**config.mk**
```make
export PLATFORM = sky130hd
export DESIGN_NAME = anim_sequencer
export DESIGN_NICKNAME = d
export VERILOG_FILES = /design/src/rtl/anim_pkg.sv /design/src/rtl/anim_tick_gen.sv /design/src/rtl/anim_sequencer.sv
export SDC_FILE = /design/constraint.sdc
export NUM_CORES = 1
export LEC_CHECK = 0
export BUFFER_PORTS_ARGS = -buffer_cell sky130_fd_sc_hd__buf_2
export CORE_ASPECT_RATIO = 1.2
export CORE_MARGIN = 2
export CORE_UTILIZATION = 62
export DETAILED_ROUTE_END_ITERATION = 8
export MAX_ROUTING_LAYER = met4
export PLACE_DENSITY = 0.86
export SLEW_MARGIN = 30
export SYNTH_ARGS = -nofsm -noshare
export SYNTH_HDL_FRONTEND = slang
export SYNTH_SLANG_ARGS = --single-unit
export TNS_END_PERCENT = 50
```
**constraint.sdc**
```tcl
create_clock -name i_clk -period 6 [get_ports i_clk]
set_clock_uncertainty 0.15 [all_clocks]
set_input_delay 0.6 -clock i_clk [delete_from_list [all_inputs] [get_ports i_clk]]
set_output_delay 0.6 -clock i_clk [all_outputs]
set_load 0.01 [all_outputs]
```
**src/rtl/anim_pkg.sv**
```systemverilog
// -----------------------------------------------------------------------------
// anim_pkg
// Shared definitions for the per-player animation sequencer:
//   - sprite frame codes consumed by the renderer's ROM select
//   - character_state / move_state input encodings
//   - FSM state enum
//   - helpers that classify states and map state/frame/phase to a frame code
// Optional feature macro used by the sequencer: ANIM_INJURED_EN.
// -----------------------------------------------------------------------------
package anim_pkg;

  localparam logic [3:0] SPR_STAND  = 4'd0;
  localparam logic [3:0] SPR_WALK_F = 4'd1;
  localparam logic [3:0] SPR_WALK_B = 4'd2;
  localparam logic [3:0] SPR_PUNCH1 = 4'd3;
  localparam logic [3:0] SPR_PUNCH2 = 4'd4;
  localparam logic [3:0] SPR_PUNCH3 = 4'd5;
  localparam logic [3:0] SPR_SP1    = 4'd6;
  localparam logic [3:0] SPR_SP2    = 4'd7;
  localparam logic [3:0] SPR_SP3    = 4'd8;
  localparam logic [3:0] SPR_INJ1   = 4'd9;
  localparam logic [3:0] SPR_INJ2   = 4'd10;
  localparam logic [3:0] SPR_INJ3   = 4'd11;
  localparam logic [3:0] SPR_JUMP   = 4'd12;

  localparam logic [2:0] CS_NORMAL  = 3'b000;
  localparam logic [2:0] CS_PUNCH   = 3'b001;
  localparam logic [2:0] CS_SPECIAL = 3'b010;

  localparam logic [1:0] MV_FWD     = 2'b01;
  localparam logic [1:0] MV_BWD     = 2'b10;

  localparam logic [1:0] LAST_FRAME = 2'd2;

  typedef enum logic [2:0] {
    ST_IDLE    = 3'd0,
    ST_WALK_F  = 3'd1,
    ST_WALK_B  = 3'd2,
    ST_AIR     = 3'd3,
    ST_PUNCH   = 3'd4,
    ST_SPECIAL = 3'd5,
    ST_INJURED = 3'd6
  } anim_state_t;

  // One-shot states hold the lock and ignore locomotion until they finish.
  function automatic logic is_oneshot(input anim_state_t s);
    return (s == ST_PUNCH) || (s == ST_SPECIAL) || (s == ST_INJURED);
  endfunction

  function automatic logic [3:0] sprite_code(input anim_state_t s,
                                             input logic [1:0] frame,
                                             input logic       phase);
    logic [3:0] code;
    case (s)
      ST_WALK_F:  code = phase ? SPR_WALK_F : SPR_STAND;
      ST_WALK_B:  code = phase ? SPR_WALK_B : SPR_STAND;
      ST_AIR:     code = SPR_JUMP;
      ST_PUNCH:   code = SPR_PUNCH1 + {2'b00, frame};
      ST_SPECIAL: code = SPR_SP1 + {2'b00, frame};
      ST_INJURED: code = SPR_INJ1 + {2'b00, frame};
      default:    code = SPR_STAND;
    endcase
    return code;
  endfunction

endpackage

```
**src/rtl/anim_tick_gen.sv**
```systemverilog
// -----------------------------------------------------------------------------
// anim_tick_gen
// Animation frame tick. Counts 0 .. TICK_DIV-1 and flags the last count;
// a clear restarts the count so a new sequence always gets a full first frame.
// Ports:
//   i_clk    system clock
//   i_rst_n  asynchronous active-low reset
//   i_clear  restart count at 0 on the next edge
//   o_tick   high while count == TICK_DIV-1
// -----------------------------------------------------------------------------
module anim_tick_gen #(
  parameter int TICK_DIV = 12_500_000
) (
  input  logic i_clk,
  input  logic i_rst_n,
  input  logic i_clear,
  output logic o_tick
);

  localparam int             CW   = $clog2(TICK_DIV);
  localparam logic [CW-1:0]  LAST = CW'(TICK_DIV - 1);

  logic [CW-1:0] r_count;

  assign o_tick = (r_count == LAST);

  always_ff @(posedge i_clk or negedge i_rst_n) begin
    if (!i_rst_n) begin
      r_count <= '0;
    end else if (i_clear || o_tick) begin
      r_count <= '0;
    end else begin
      r_count <= r_count + 1'b1;
    end
  end

endmodule

```
**src/rtl/anim_sequencer.sv**
```systemverilog
// -----------------------------------------------------------------------------
// anim_sequencer
// Per-player animation controller: turns game-logic inputs into a registered
// sprite frame code advanced on a fixed frame tick. Attack and injury
// animations play exactly once, reporting completion with anim_done.
// Optional feature: define ANIM_INJURED_EN to honour hit and enable INJURED.
// Ports:
//   i_clk              system clock
//   i_rst_n            asynchronous active-low reset
//   i_character_state  000 normal, 001 punch, 010 special (others = normal)
//   i_move_state       00/11 still, 01 forward, 10 backward
//   i_in_air           player airborne
//   i_hit              single-cycle strike pulse
//   o_sprite_sel       frame code for the renderer ROM mux
//   o_lock             high while a one-shot animation runs
//   o_anim_done        one-cycle pulse on the final tick of a one-shot
//
// state      | meaning
// -----------+-------------------------------------------------------
// ST_IDLE    | standing still on the ground
// ST_WALK_F  | walking forward, STAND/WALK_F alternate per tick
// ST_WALK_B  | walking backward, STAND/WALK_B alternate per tick
// ST_AIR     | airborne, JUMP frame
// ST_PUNCH   | one-shot PUNCH1..3, locked
// ST_SPECIAL | one-shot SP1..3, locked
// ST_INJURED | one-shot INJ1..3, locked (only with ANIM_INJURED_EN)
// -----------------------------------------------------------------------------
module anim_sequencer
  import anim_pkg::*;
#(
  parameter int TICK_DIV = 12_500_000
) (
  input  logic       i_clk,
  input  logic       i_rst_n,
  input  logic [2:0] i_character_state,
  input  logic [1:0] i_move_state,
  input  logic       i_in_air,
  input  logic       i_hit,
  output logic [3:0] o_sprite_sel,
  output logic       o_lock,
  output logic       o_anim_done
);

  anim_state_t r_state;
  logic [1:0]  r_frame;
  logic        r_phase;
  logic [3:0]  r_sprite_sel;
  logic        r_lock;
  logic        r_anim_done;

  anim_state_t w_state_nxt;
  anim_state_t w_loco;
  logic [1:0]  w_frame_nxt;
  logic        w_phase_nxt;
  logic        w_enter;
  logic        w_done;
  logic        w_tick;
  logic        w_hit;

`ifdef ANIM_INJURED_EN
  assign w_hit = i_hit;
`else
  logic w_unused_hit;
  assign w_unused_hit = i_hit;
  assign w_hit        = 1'b0;
`endif

  anim_tick_gen #(
    .TICK_DIV (TICK_DIV)
  ) u_tick_gen (
    .i_clk   (i_clk),
    .i_rst_n (i_rst_n),
    .i_clear (w_enter),
    .o_tick  (w_tick)
  );

  always_comb begin
    w_loco = ST_IDLE;
    if (i_in_air) begin
      w_loco = ST_AIR;
    end else if (i_move_state == MV_FWD) begin
      w_loco = ST_WALK_F;
    end else if (i_move_state == MV_BWD) begin
      w_loco = ST_WALK_B;
    end
  end

  // Next-state decision; w_enter marks any state entry (including an INJURED
  // restart) so frame, phase and the tick counter all restart together.
  always_comb begin
    w_state_nxt = r_state;
    w_frame_nxt = r_frame;
    w_phase_nxt = r_phase;
    w_enter     = 1'b0;
    w_done      = 1'b0;

    if (w_hit) begin
      w_state_nxt = ST_INJURED;
      w_enter     = 1'b1;
    end else if (!is_oneshot(r_state) && (i_character_state == CS_PUNCH)) begin
      w_state_nxt = ST_PUNCH;
      w_enter     = 1'b1;
    end else if (!is_oneshot(r_state) && (i_character_state == CS_SPECIAL)) begin
      w_state_nxt = ST_SPECIAL;
      w_enter     = 1'b1;
    end else if (is_oneshot(r_state)) begin
      if (w_tick) begin
        if (r_frame == LAST_FRAME) begin
          w_done      = 1'b1;
          w_state_nxt = w_loco;
          w_enter     = 1'b1;
        end else begin
          w_frame_nxt = r_frame + 2'd1;
        end
      end
    end else if (w_loco != r_state) begin
      w_state_nxt = w_loco;
      w_enter     = 1'b1;
    end else if (w_tick && ((r_state == ST_WALK_F) || (r_state == ST_WALK_B))) begin
      w_phase_nxt = ~r_phase;
    end

    if (w_enter) begin
      w_frame_nxt = 2'd0;
      w_phase_nxt = 1'b0;
    end
  end

  // Outputs are derived from the next state so they change on the same edge
  // as the state they describe.
  always_ff @(posedge i_clk or negedge i_rst_n) begin
    if (!i_rst_n) begin
      r_state      <= ST_IDLE;
      r_frame      <= 2'd0;
      r_phase      <= 1'b0;
      r_sprite_sel <= SPR_STAND;
      r_lock       <= 1'b0;
      r_anim_done  <= 1'b0;
    end else begin
      r_state      <= w_state_nxt;
      r_frame      <= w_frame_nxt;
      r_phase      <= w_phase_nxt;
      r_sprite_sel <= sprite_code(w_state_nxt, w_frame_nxt, w_phase_nxt);
      r_lock       <= is_oneshot(w_state_nxt);
      r_anim_done  <= w_done;
    end
  end

  assign o_sprite_sel = r_sprite_sel;
  assign o_lock       = r_lock;
  assign o_anim_done  = r_anim_done;

endmodule

```
## Word-level counts from Yosys, hierarchy flattened

Cells that the tools add are included.

| word-level totals | value |
|---|---|
| register bits after elaboration | 36 |
| input port bits | 9 |
| output and inout port bits | 6 |

| operators by class | value |
|---|---|
| $add $sub $neg | 5 |
| equality and inequality tests | 18 |
| multiplexer cells | 34 |
| bitwise operators | 1 |
| reduce and logical (&&, ||, !) cells | 10 |

Operator list:

| cell | number |
|---|---|
| $add 24x1->24 const B | 1 |
| $eq 24x24->1 const B | 1 |
| $mux 24 | 1 |
| $mux 3 | 8 |
| $pmux 4 s6 | 1 |
| $eq 3x3->1 const B | 6 |
| $mux 1 | 16 |
| $mux 2 | 8 |
| $eq 3x2->1 const B | 4 |
| $eq 3x1->1 const B | 3 |
| $logic_or 1x1->1 | 6 |
| $add 3x2->4 const A | 1 |
| $add 4x2->4 const A | 1 |
| $eq 2x2->1 const B | 2 |
| $add 2x2->3 const A | 1 |
| $logic_and 1x1->1 | 3 |
| $ne 3x3->1 | 1 |
| $add 2x1->2 const B | 1 |
| $eq 2x1->1 const B | 1 |
| $logic_not 1->1 | 1 |
| $not 1->1 | 1 |

## Logic depth before layout (Yosys ltp)

Gate-level depths: netlist of the first run.

| depth | value |
|---|---|
| depth after elaboration | 12 |
| gate-level depth with buffers | 10 |

## Hierarchy

Synthesis of the first run repeated with hierarchy kept, for this count alone.

| second synthesis, totals | value |
|---|---|
| cell total of the unflattened synthesis | 230 |
| area total of the unflattened synthesis | 2204.6 um2 |

Modules (own cells, without submodules):

| module | times used | cells an instance | area an instance (um2) | seq. area each (um2) |
|---|---|---|---|---|
| anim_tick_gen | 1 | 137 | 1308.8 | 600.6 |
| anim_sequencer | 1 | 93 | 895.9 | 300.3 |

## Worst setup path after synthesis of the first run

Ideal clock, no wire load.

| timing | value |
|---|---|
| path type | input-to-reg |
| start | input i_move_state[0] |
| end | register r_sprite_sel[1] (netlist: o_sprite_sel[1]) |
| data arrival time | 2410 ps |
| data required time | 5728 ps |
| setup slack | 3319 ps |
| stages | 9 |
| cells stage by stage | nor4b_2 -> a221oi_1 -> a21bo_2 -> a211oi_1 -> inv_1 -> ha_1 -> a21oi_1 -> nor2_1 -> a32o_1 |

| between the ends | value |
|---|---|
| cells in the longest elaborated chain, start to end | 12 |
| elaborated cells on any way between the ends | 33 |
| classes of those cells | add/sub: 3; eq/ne: 9; mux: 21 |

RTL lines:

| item | line | RTL |
|---|---|---|
| from (decl) | anim_sequencer.sv:36 | `input logic [1:0] i_move_state,` |
| $eq 2x2->1 | anim_sequencer.sv:83 | `end else if (i_move_state == MV_BWD) begin` |
| $mux 2 | anim_sequencer.sv:83 |  |
| $mux 3 (*) | anim_sequencer.sv:81 | `end else if (i_move_state == MV_FWD) begin` |
| $mux 3 (*) | anim_sequencer.sv:79 | `if (i_in_air) begin` |
| $ne 3x3->1 (*) | anim_sequencer.sv:116 | `end else if (w_loco != r_state) begin` |
| $mux 1 (*) | anim_sequencer.sv:116 |  |
| $mux 1 (*) | anim_sequencer.sv:106 | `end else if (is_oneshot(r_state)) begin` |
| $mux 1 (*) | anim_sequencer.sv:103 | `end else if (!is_oneshot(r_state) && (i_character_state == CS_SPECIAL)) begin` |
| $mux 1 (*) | anim_sequencer.sv:100 | `end else if (!is_oneshot(r_state) && (i_character_state == CS_PUNCH)) begin` |
| $mux 2 (*) | anim_sequencer.sv:123 | `if (w_enter) begin` |
| named net w_frame_nxt[1] | anim_sequencer.sv:53 | `logic [1:0] w_frame_nxt;` |
| $add 4x2->4 (tied with other cells) | anim_pkg.sv:60 | `ST_INJURED: code = SPR_INJ1 + {2'b00, frame};` |
| $pmux 4 s6 (*) | anim_pkg.sv:54 | `case (s)` |
| to (signal assigned) | anim_sequencer.sv:143 | `r_sprite_sel <= sprite_code(w_state_nxt, w_frame_nxt, w_phase_nxt);` |
| to (decl) | anim_sequencer.sv:47 | `logic [3:0] r_sprite_sel;` |

The timed path passes the listed nets; every way through them passes the cells marked *.

## Worst setup path after layout of the first run

| timing | value |
|---|---|
| start | register r_state[0] |
| end | register r_sprite_sel[1] (netlist: o_sprite_sel[1]) |

| between the ends | value |
|---|---|
| elaborated cells on any way between the ends | 44 |
| classes of those cells | add/sub: 3; eq/ne: 12; mux: 22; reduce/logical: 7 |

RTL lines:

| item | line | RTL |
|---|---|---|
| from (decl) | anim_sequencer.sv:44 | `anim_state_t r_state;` |
| from (signal assigned) | anim_sequencer.sv:140 | `r_state <= w_state_nxt;` |
| $eq 3x3->1 | anim_pkg.sv:47 | `return (s == ST_PUNCH) \|\| (s == ST_SPECIAL) \|\| (s == ST_INJURED);` |
| $logic_or 1x1->1 (2 in series) | anim_pkg.sv:47 |  |
| $logic_not 1->1 | anim_sequencer.sv:100, anim_sequencer.sv:103 |  |
| $logic_and 1x1->1 | anim_sequencer.sv:103 |  |
| $mux 2 / $mux 1 (equally long branches) | anim_sequencer.sv:103 |  |
| $mux 2 / $mux 1 (equally long branches) | anim_sequencer.sv:100 |  |
| $mux 2 (*) | anim_sequencer.sv:123 |  |
| named net w_frame_nxt[1] | anim_sequencer.sv:53 |  |
| $add 4x2->4 (tied with other cells) | anim_pkg.sv:60 |  |
| $pmux 4 s6 (*) | anim_pkg.sv:54 |  |

Marks and branches as above.

==> out/summary.txt, run 1 <==
Status: finished, final reports clean
Crit-path max FO: 8
Post-route setup TNS: 0 ns
Mapped Nets: 219
Vias in the first global route: 1604
Critical-path top delay cell: a211oi_1
Die area: 3811 um^2
GRT Overall Usage: 25.35%
PwrDens: 331.4 nW/um^2
Distinct cell type count after synthesis: 51
# clock sinks: 36
Starting density of the core: 66.41%
#FFs+latches synth: 36
Max cap viols: 0
Post-synth EDFFs: 0
Ys Warns: 0
RD Place Congestion: 0.8313
DP Area: 2133 um^2
Ys async rst share: 100.0%
Critical path class: reg2reg
Peak VDD IR: 291.4 uV
Post-Synthesis Cells: 205
CTS H-tree lvls: 2
Initial antenna violation count: 0
Post-layout worst setup margin: 2.894 ns
Worst setup EP type: flop
Hold_ws: 0.1589 ns
Worst-path cell chain: a21boi_4, or3_1, a21bo_2, a211oi_1, inv_1, ha_1, a21oi_1, nor2_1, a32o_1
Crit share post-route: 51.76%
Critical path arrival: 3.21 ns
LEAKAGE: 0.9483 nW
Post-Route WL: 4.079 mm
Chip width: 56.69 um
TritonCTS Buffers: 5
Placed wire-length estimate: 2.937 mm
Ports: 15
Synth Cell Area: 2066 um^2
Minimum clock period: 3.106 ns
Via density: 6.153
Endpoints failing hold: 0
RSZ-0062 raised after global routing: no
Seq/Total Area, Yosys: 43.61%
Vias: 1569
Worst EP required: 6.11 ns
Place WS: 2.798 ns
Slew @ Worst Pin: 0.7862 ns
FP Rows: 22
GRT overflow: 0
Crit-path leading delay family: compound AO/OA/AOI/OAI gates
Startpoint type of the worst setup path: flop
TritonRoute pass-1 iters: 4
Iter 0 DRT Violations: 90
Slew Limit Fails: 0
CTS root buf: clkbuf_4
Area of the core: 3110 um^2
Hold/Removal Path Class: in2async
Synth Flop Type: dfrtp_1
Buffers added on ports: 13
WL per Instance: 16.00 um
Die Ht: 67.23 um
Final setup fails: 0
CTS clk-pin slew, worst paths: 0.12 ns
Post-CTS Hold Fix Bufs: 0
ANT nets after route: 0
Worst skew pair latency: 0.35 ns
Pin count of the biggest net entering global routing: 37
Ant diodes: 0
CTS-repair resized insts: 0
CTS tree: done
Nets: 233
Max stage delay on crit path: 0.54 ns
Critical path buffers and inverters: 1
Layout cell share with drive strength beyond 1: 15.98%
Max clock buf depth: 2
Avg Inst Size Synth: 10.08 um^2
Setup Fix Bufs, Post-CTS: 0
FMAX: 0.3220 GHz
Global-route wire length before repair: 7.100 mm
Post-route cell area: 2198 um^2
Drt drc: 0
P&R area growth vs syn: 6.420%
Rel. slew slack: 47.59%
flip-flops by register name (all words and copies together) (netlist names):
register	cells
u_tick_gen.r_count	24
r_frame	2
r_phase	1
o_anim_done	1
o_sprite_sel	4
r_state	3
o_lock	1
metrics by stage:
stage / utilization [%] / power [mW] / std cells
after global placement: 68.58 / 0.5683 / 248
final: 70.68 / 0.7286 / 255
after floorplan: - / 0.5284 / 205
after global routing: 70.68 / 0.7690 / 255
after detailed placement: 68.58 / 0.5834 / 248
after CTS: 70.68 / 0.7300 / 255
worst paths after layout:
check	from	to	slack (ns)	cells past startpoint
worst min register to register	u_tick_gen.r_count[0]	u_tick_gen.r_count[0]	0.32	1
worst max register to register	r_state[0]	o_sprite_sel[1]	2.89	9
worst min-delay path	i_rst_n	r_state[0]	0.16	1
min in group i_clk	u_tick_gen.r_count[0]	u_tick_gen.r_count[0]	0.32	1
worst max-delay path	r_state[0]	o_sprite_sel[1]	2.89	9
max in group asynchronous	i_rst_n	u_tick_gen.r_count[16]	5.03	1
report_power, final:
group	switching (mW)	leakage (nW)	internal, mW
clock network	0.0824	0.0374	0.0665
logic	0.172	0.424	0.103
registers	0.0314	0.486	0.274
total	0.285	0.948	0.443
metal layers:
layer	track usage [%]	part of all wire, %	vias up
li1	-	-	744
met3	5.939	4.7	10
met4	11.01	2.3	0
met5	-	0	-
met1	27.84	42	768
met2	44.19	51	47
placed cells by master, fill, tap and decap left out, types with 8 or more instances in the layout:
cell and instances:
buf_2 13, dfrtp_1 36, inv_1 13, nand2_1 10
nand3_1 11, nand4_1 8, nor2_1 31, xnor2_1 12
xor2_1 15
layout make-up:
type | instances | area (um^2)
fillers | 230 | 912.1
well taps | 36 | 45.04
inverters | 14 | 52.55
flip-flops and latches | 36 | 900.9
multi-input cells | 149 | 1070
clock buffers | 7 | 65.06
repair buffers | 13 | 65.06
cells by family after synthesis:
logic type                 share of synthesized area [%]
muxes                                             0.4846
DFF                                                43.61
buffers and inverters                              4.603
AOI/OAI and AO/OA                                  12.17
adders and majority gates                          3.028
xor gates and xnor gates                           11.45
and+or+nand+nor                                    24.65
Yosys cell counts (2+ instances only):
cell type | count | share of area (%)
a21oi_1 | 2 | 0.48
and4_1 | 3 | 1.3
xnor2_1 | 12 | 5.1
nor4_1 | 2 | 0.61
nand4_1 | 8 | 2.4
dfrtp_1 | 36 | 44
nand2_1 | 10 | 1.8
nor2_1 | 31 | 5.6
and3_1 | 5 | 1.5
ha_1 | 5 | 3.0
nor3_1 | 4 | 0.97
or3_1 | 2 | 0.61
buf_4 | 3 | 1.1
and2_1 | 3 | 0.91
a211oi_1 | 2 | 0.73
nand3_1 | 11 | 2.7
nor4b_1 | 3 | 1.3
xor2_1 | 15 | 6.4
inv_1 | 13 | 2.4
o21ai_0 | 4 | 0.97
(Power assumes the default switching activity.)
==> run 2, diff against run 1 <==
Settings changed: CORE_UTILIZATION 62 to 59, PLACE_DENSITY 0.86 to 0.82.
Clock period 6 ns to 2.9 ns, I/O delays scaled along.
==> run 2 against run 1 <==
  * Setup slack got worse by 2.7 ns
  * Cell count up 3.1%
  * Total power up 110%
  * Global-route usage shrank 4.0 points
  * Largest power group unchanged
==> out/summary.txt, run 2 (same netlist as run 1, synthesis figures left out) <==
Area of the core: 3338 um^2
P&R area growth vs syn: 9.994%
Iter 0 DRT Violations: 81
Final setup fails: 0
CTS tree: done
CTS root buf: clkbuf_8
Endpoints failing hold: 0
Vias in the first global route: 1466
Slew @ Worst Pin: 0.7711 ns
Utilization after layout: 68.07%
TritonCTS Buffers: 5
ANT nets after route: 0
DP Area: 2180 um^2
Placed wire-length estimate: 2.542 mm
Post-route cell area: 2272 um^2
Buffers added on ports: 13
Multi-input gate area: 1075 um^2
Total area of sequential cells: 900.9 um^2
Startpoint type of the worst setup path: flop
TritonRoute pass-1 iters: 4
GRT overflow: 0
Max clock buf depth: 2
Place WS: 0.1162 ns
RD Place Congestion: 0.8506
Post-layout worst setup margin: 0.2074 ns
Via density: 5.730
Status: finished, final reports clean
Worst EP required: 2.93 ns
Crit share post-route: 92.85%
Die area: 3993 um^2
Minimum clock period: 2.693 ns
Most Frequent Cell on Critical Path: ha_1
Ant diodes: 0
Placed insts: 255
Die Ht: 68.82 um
Final Non-Filler Cells: 263
Post-Route WL: 3.590 mm
Starting density of the core: 61.88%
Nets: 240
FP Rows: 23
CTS clk-pin slew, worst paths: 0.07 ns
Max cap viols: 0
# clock sinks: 36
Max reg flops: 24
Worst skew pair latency: 0.29 ns
Setup Fix Bufs, Post-CTS: 0
Reg with most FFs: u_tick_gen.r_count
Critical-path top delay cell: dfrtp_1
PwrDens: 663.1 nW/um^2
Fill cell count: 271
Peak VDD IR: 639.5 uV
FMAX: 0.3714 GHz
Critical path arrival: 2.72 ns
Crit-path leading delay family: compound AO/OA/AOI/OAI gates
Vias: 1507
GRT Overall Usage: 21.37%
Hold_ws: 0.3041 ns
Post-route setup TNS: 0 ns
Rel. slew slack: 48.60%
Overall Power: 1.507 mW
Layout cell share with drive strength beyond 1: 18.14%
Most frequent cells in the layout: 36 x dfrtp_1, 31 x nor2_1, 15 x xor2_1, 13 x inv_1, 13 x buf_2
Ports: 15
RSZ-0062 raised after global routing: no
Commonest non-fill, non-tap cell in the layout: dfrtp_1
Max stage delay on crit path: 0.36 ns
Crit-path max FO: 5
Critical path class: reg2reg
Initial antenna violation count: 0
LEAKAGE: 0.9874 nW
Pin count of the biggest net entering global routing: 37
Worst setup EP type: flop
Global-route wire length before repair: 6.265 mm
Slew Limit Fails: 0
Hold/Removal Path Class: reg2reg
WL per Instance: 13.65 um
Worst-path cell chain: ha_1, and4_1, and3_4, nand4_1, a211oi_2, inv_1, ha_1, a21oi_1, nor2_1, a32o_1
CTS H-tree lvls: 2
Drt drc: 0
Critical path buffers and inverters: 1
Chip width: 58.02 um
## run 2: cell count changes in the layout (fill, tap and decap cells not counted), sizes merged
cell,before,now
buf,13,19
clkbuf,7,6
clkinv,0,1
dlygate4sd3,0,1
## run 2: final cells by class
| class | instances | share of cell area, % |
|---|---|---|
| flip-flops and latches | 36 | 39.65 |
| clock buffers | 6 | 3.194 |
| clock inverters | 1 | 0.2203 |
| multi-input cells | 149 | 47.30 |
| repair buffers | 20 | 5.286 |
| well taps | 37 | 2.037 |
| inverters | 14 | 2.313 |
## run 2: worst register-to-register path, delay by kind of cell, from the launching register on
| kind | cells | cell delay [ns] |
|---|---|---|
| buffers and inverters | 1 | 0.10 |
| adders and majority gates | 2 | 0.54 |
| DFF | 1 | 0.36 |
| AOI/OAI and AO/OA | 3 | 0.73 |
| and+or+nand+nor | 4 | 0.72 |
## run 2: routing by layer
metal  up-vias  track usage (%)  share of wire, %
met5         -                -                 0
met4         0            10.76               2.5
met3        10            3.358               2.7
met2        23            34.66                49
met1       721            26.15                46
li1        753                -                 -
## run 2: path summary, 6_finish.rpt
check                           slack (ns)                     to             startpoint  cells after the start
worst min register to register        0.30  u_tick_gen.r_count[0]  u_tick_gen.r_count[0]                      1
min in group asynchronous             0.47        o_sprite_sel[2]                i_rst_n                      2
worst max register to register        0.21        o_sprite_sel[1]  u_tick_gen.r_count[0]                     10
max in group asynchronous             1.64  u_tick_gen.r_count[0]                i_rst_n                      2
worst max-delay path                  0.21        o_sprite_sel[1]  u_tick_gen.r_count[0]                     10
worst min-delay path                  0.30  u_tick_gen.r_count[0]  u_tick_gen.r_count[0]                      1
## run 2: power by group
group          leakage, nW  internal, mW  switching (mW)
Sequential           0.486         0.568          0.0562
Clock               0.0410         0.163           0.165
Combinational        0.460         0.216           0.339
Total                0.987         0.947           0.560
## run 2: repair_timing
item | CTS | global route
hold buffers | 1 | 0
hold endpoints to repair | 36 | 0
resized for setup | 0 | 1
endpoints found under the setup margin | 0 | 1
==> run 3, diff against run 2 <==
Settings changed: CORE_UTILIZATION 59 to 60, PLACE_DENSITY 0.82 to 0.83, SYNTH_HIERARCHICAL set to 1.
==> run 3 against run 2 <==
  * Die area up 4.6%
  * Setup slack worse by 0.15 ns
  * Combinational power up 100%
  * Non-clock buffer count up 39
  * Clock-buffer cell count down 1
  * Core utilization up 11 points
  * Sequential power up 2%
  * Synthesized cell count up 12%
  * Largest cell class unchanged
  * Maximum frequency down 5.1%
  * Routed wire length up 74%
  * Flip-flop and latch count unchanged
==> out/summary.txt, run 3 <==
Hold_ws: 0.3127 ns
R2r setup slk: 0.06 ns
Drt drc: 0
RSZ-0062 raised after global routing: yes
Max cap viols: 0
Int Power: 1.232 mW
Utilization after layout: 79.41%
P_sw: 0.8771 mW
LEAKAGE: 1.320 nW
RD Place Congestion: 0.8630
Max reg flops: 24
Nets: 302
Initial antenna violation count: 0
Top cells by count, synth: 36 x dfrtp_1, 24 x nor2_1, 18 x inv_1
GRT Overall Usage: 34.23%
Crit-path max FO: 3
M3 GR Usage: 6.111%
Slew Limit Fails: 0
Crit share post-route: 97.88%
PwrDens: 743.2 nW/um^2
Cell taking the most area after synthesis: dfrtp_1
Ant diodes: 0
Ports: 15
FP Rows: 24
Worst R2R End: o_sprite_sel[1]
Post-synthesis compound-gate area fraction: 15.04%
Simple-gate share of the synthesized area: 25.99%
ANT nets after route: 0
Via density: 6.232
CTS tree: done
GRT busiest layer: met2
Reg with most FFs: u_tick_gen/r_count
Hold_sp: i_character_state[1]
Sw frac: 41.59%
Critical path class: reg2reg
Mux contribution to synthesized area: 2.384%
Comb pwr share: 52.8%
Vias: 2044
Reg2reg start: u_tick_gen/r_count[0]
Worst skew pair latency: 0.29 ns
CTS clk-pin slew, worst paths: 0.08 ns
Slew @ Worst Pin: 0.8100 ns
Distinct cell type count after synthesis: 55
Worst EP required: 2.95 ns
Crit path from: u_tick_gen/r_count[0]
Layout cell share with drive strength beyond 1: 35.64%
Reg2reg path depth: 13
Rel. slew slack: 46.00%
Mapped Nets: 244
TritonRoute pass-1 iters: 4
Die Ht: 70.40 um
Synth Flop Type: dfrtp_1
Max clock buf depth: 2
Startpoint type of the worst setup path: flop
Largest family of logic cells by synthesized area: simple AND/OR/NAND/NOR gates
Placed wire-length estimate: 3.821 mm
Ys async rst share: 100.0%
Die area: 4177 um^2
FMAX: 0.3523 GHz
Global-route wire length before repair: 10.11 mm
Post-Synthesis Cells: 230
Post-layout worst setup margin: 0.06152 ns
GRT overflow: 0
Vias in the first global route: 2067
CTS H-tree lvls: 2
Starting density of the core: 61.69%
Worst setup EP type: flop
Minimum clock period: 2.838 ns
Post-Route WL: 6.238 mm
WL per Instance: 19.02 um
# clock sinks: 36
Synth Cell Area: 2205 um^2
#FFs+latches synth: 36
Clock power frac: 17.1%
Yosys top cell area share: 40.86%
Status: finished, final reports clean
Critical path arrival: 2.89 ns
TritonCTS Buffers: 5
Hold/Removal Path Class: in2reg
Chip width: 59.34 um
P&R area growth vs syn: 28.72%
Flop pwr share: 30.1%
Final setup fails: 0
Post-synthesis xor/xnor area fraction: 6.754%
Place WS: -0.07844 ns
Buffers added on ports: 13
Largest cells by area after synthesis: dfrtp_1 41%, nor2_1 4.1%, xnor2_1 4.0%, inv_1 3.1%, ha_1 2.8%
Ys Warns: 6
Met1 usage: 34.33%
Most frequent cell after synthesis: dfrtp_1
Endpoints failing hold: 0
Pin count of the biggest net entering global routing: 37
Most frequent cells in the layout: 44 x buf_4, 36 x dfrtp_1, 23 x nor2_1, 16 x inv_1, 13 x buf_2
Post-Synth Adder-Cell Area: 2.838%
Peak VDD IR: 635.4 uV
Worst Hold Path Cells: 5
Met2 usage: 60.44%
Post-synth EDFFs: 0
Area of the core: 3573 um^2
Avg Inst Size Synth: 9.585 um^2
Iter 0 DRT Violations: 119
Commonest non-fill, non-tap cell in the layout: buf_4
CTS root buf: clkbuf_8
Seq/Total Area, Yosys: 40.86%
Hold EP: r_phase
[run 3: how the worst max path moves through the flow]
stage | slack, ns | endpoint | depth (start not counted)
after CTS | -0.005 | o_sprite_sel[1] | 13
after detailed placement | -0.08 | o_sprite_sel[1] | 13
after global placement | 0.02 | o_sprite_sel[1] | 13
after global routing | -0.04 | o_sprite_sel[1] | 12
after floorplan | -0.03 | o_sprite_sel[1] | 12
final | 0.06 | o_sprite_sel[1] | 13
[run 3: layout make-up]
cell class | instances | area [um^2]
multi-input combinational | 168 | 1316
sequential | 36 | 900.9
fill | 242 | 735.7
timing repair buffer | 59 | 416.7
clock buffer | 5 | 68.82
inverter | 18 | 67.56
tap | 39 | 48.80
clock inverter | 3 | 18.77
[run 3: repair_timing]
action                                 in CTS  in global routing
setup endpoints to repair                   1                 24
hold buffers                                1                  0
buffers inserted                            7                  2
gates resized for setup                    20                  4
pin swaps                                   9                 10
endpoints found under the hold margin      36                  0
[run 3: worst max-delay path, stage by stage, from the launching register on]
cell,delay (ns)
dfrtp_1,0.39
ha_2,0.20
nand4_1,0.13
nor4_4,0.07
buf_4,0.16
a22oi_4,0.19
nand2_4,0.10
a311oi_4,0.31
inv_2,0.11
nor2_4,0.14
inv_2,0.06
ha_4,0.21
or4_4,0.45
o311ai_4,0.08
[run 3: power by group through the flow]
stage,clock network (mW),logic [mW],registers [mW]
4_1_cts,0.361,1.02,0.622
2_1_floorplan,0,0.547,0.636
3_5_place_dp,0,0.835,0.631
5_1_grt,0.390,1.18,0.642
6_report,0.362,1.11,0.634
3_3_place_gp,0,0.803,0.630
[run 3: logic make-up after synthesis]
kind of cell / after synthesis
and+or+nand+nor: 101
xor gates and xnor gates: 17
DFF: 36
muxes: 5
AOI/OAI and AO/OA: 40
buffers and inverters: 26
adders and majority gates: 5
[run 3: per-stage QoR]
step           instance area (um^2)  power [mW]  std cells  setup TNS [ns]
6_report                       2838       2.109        328               0
5_1_grt                        2838       2.212        328        -0.03911
4_1_cts                        2806       1.999        326       -0.004582
3_5_place_dp                   2556       1.466        310        -0.07844
3_3_place_gp                   2556       1.433        310               0
2_1_floorplan                  2240       1.184        230        -0.02937
[run 3: layer usage]
| layer | vias up | part of all wire (%) |
|---|---|---|
| li1 | 951 | - |
| met1 | 1002 | 35 |
| met2 | 61 | 56 |
| met3 | 30 | 3.1 |
| met4 | 0 | 5.8 |
| met5 | - | 0 |
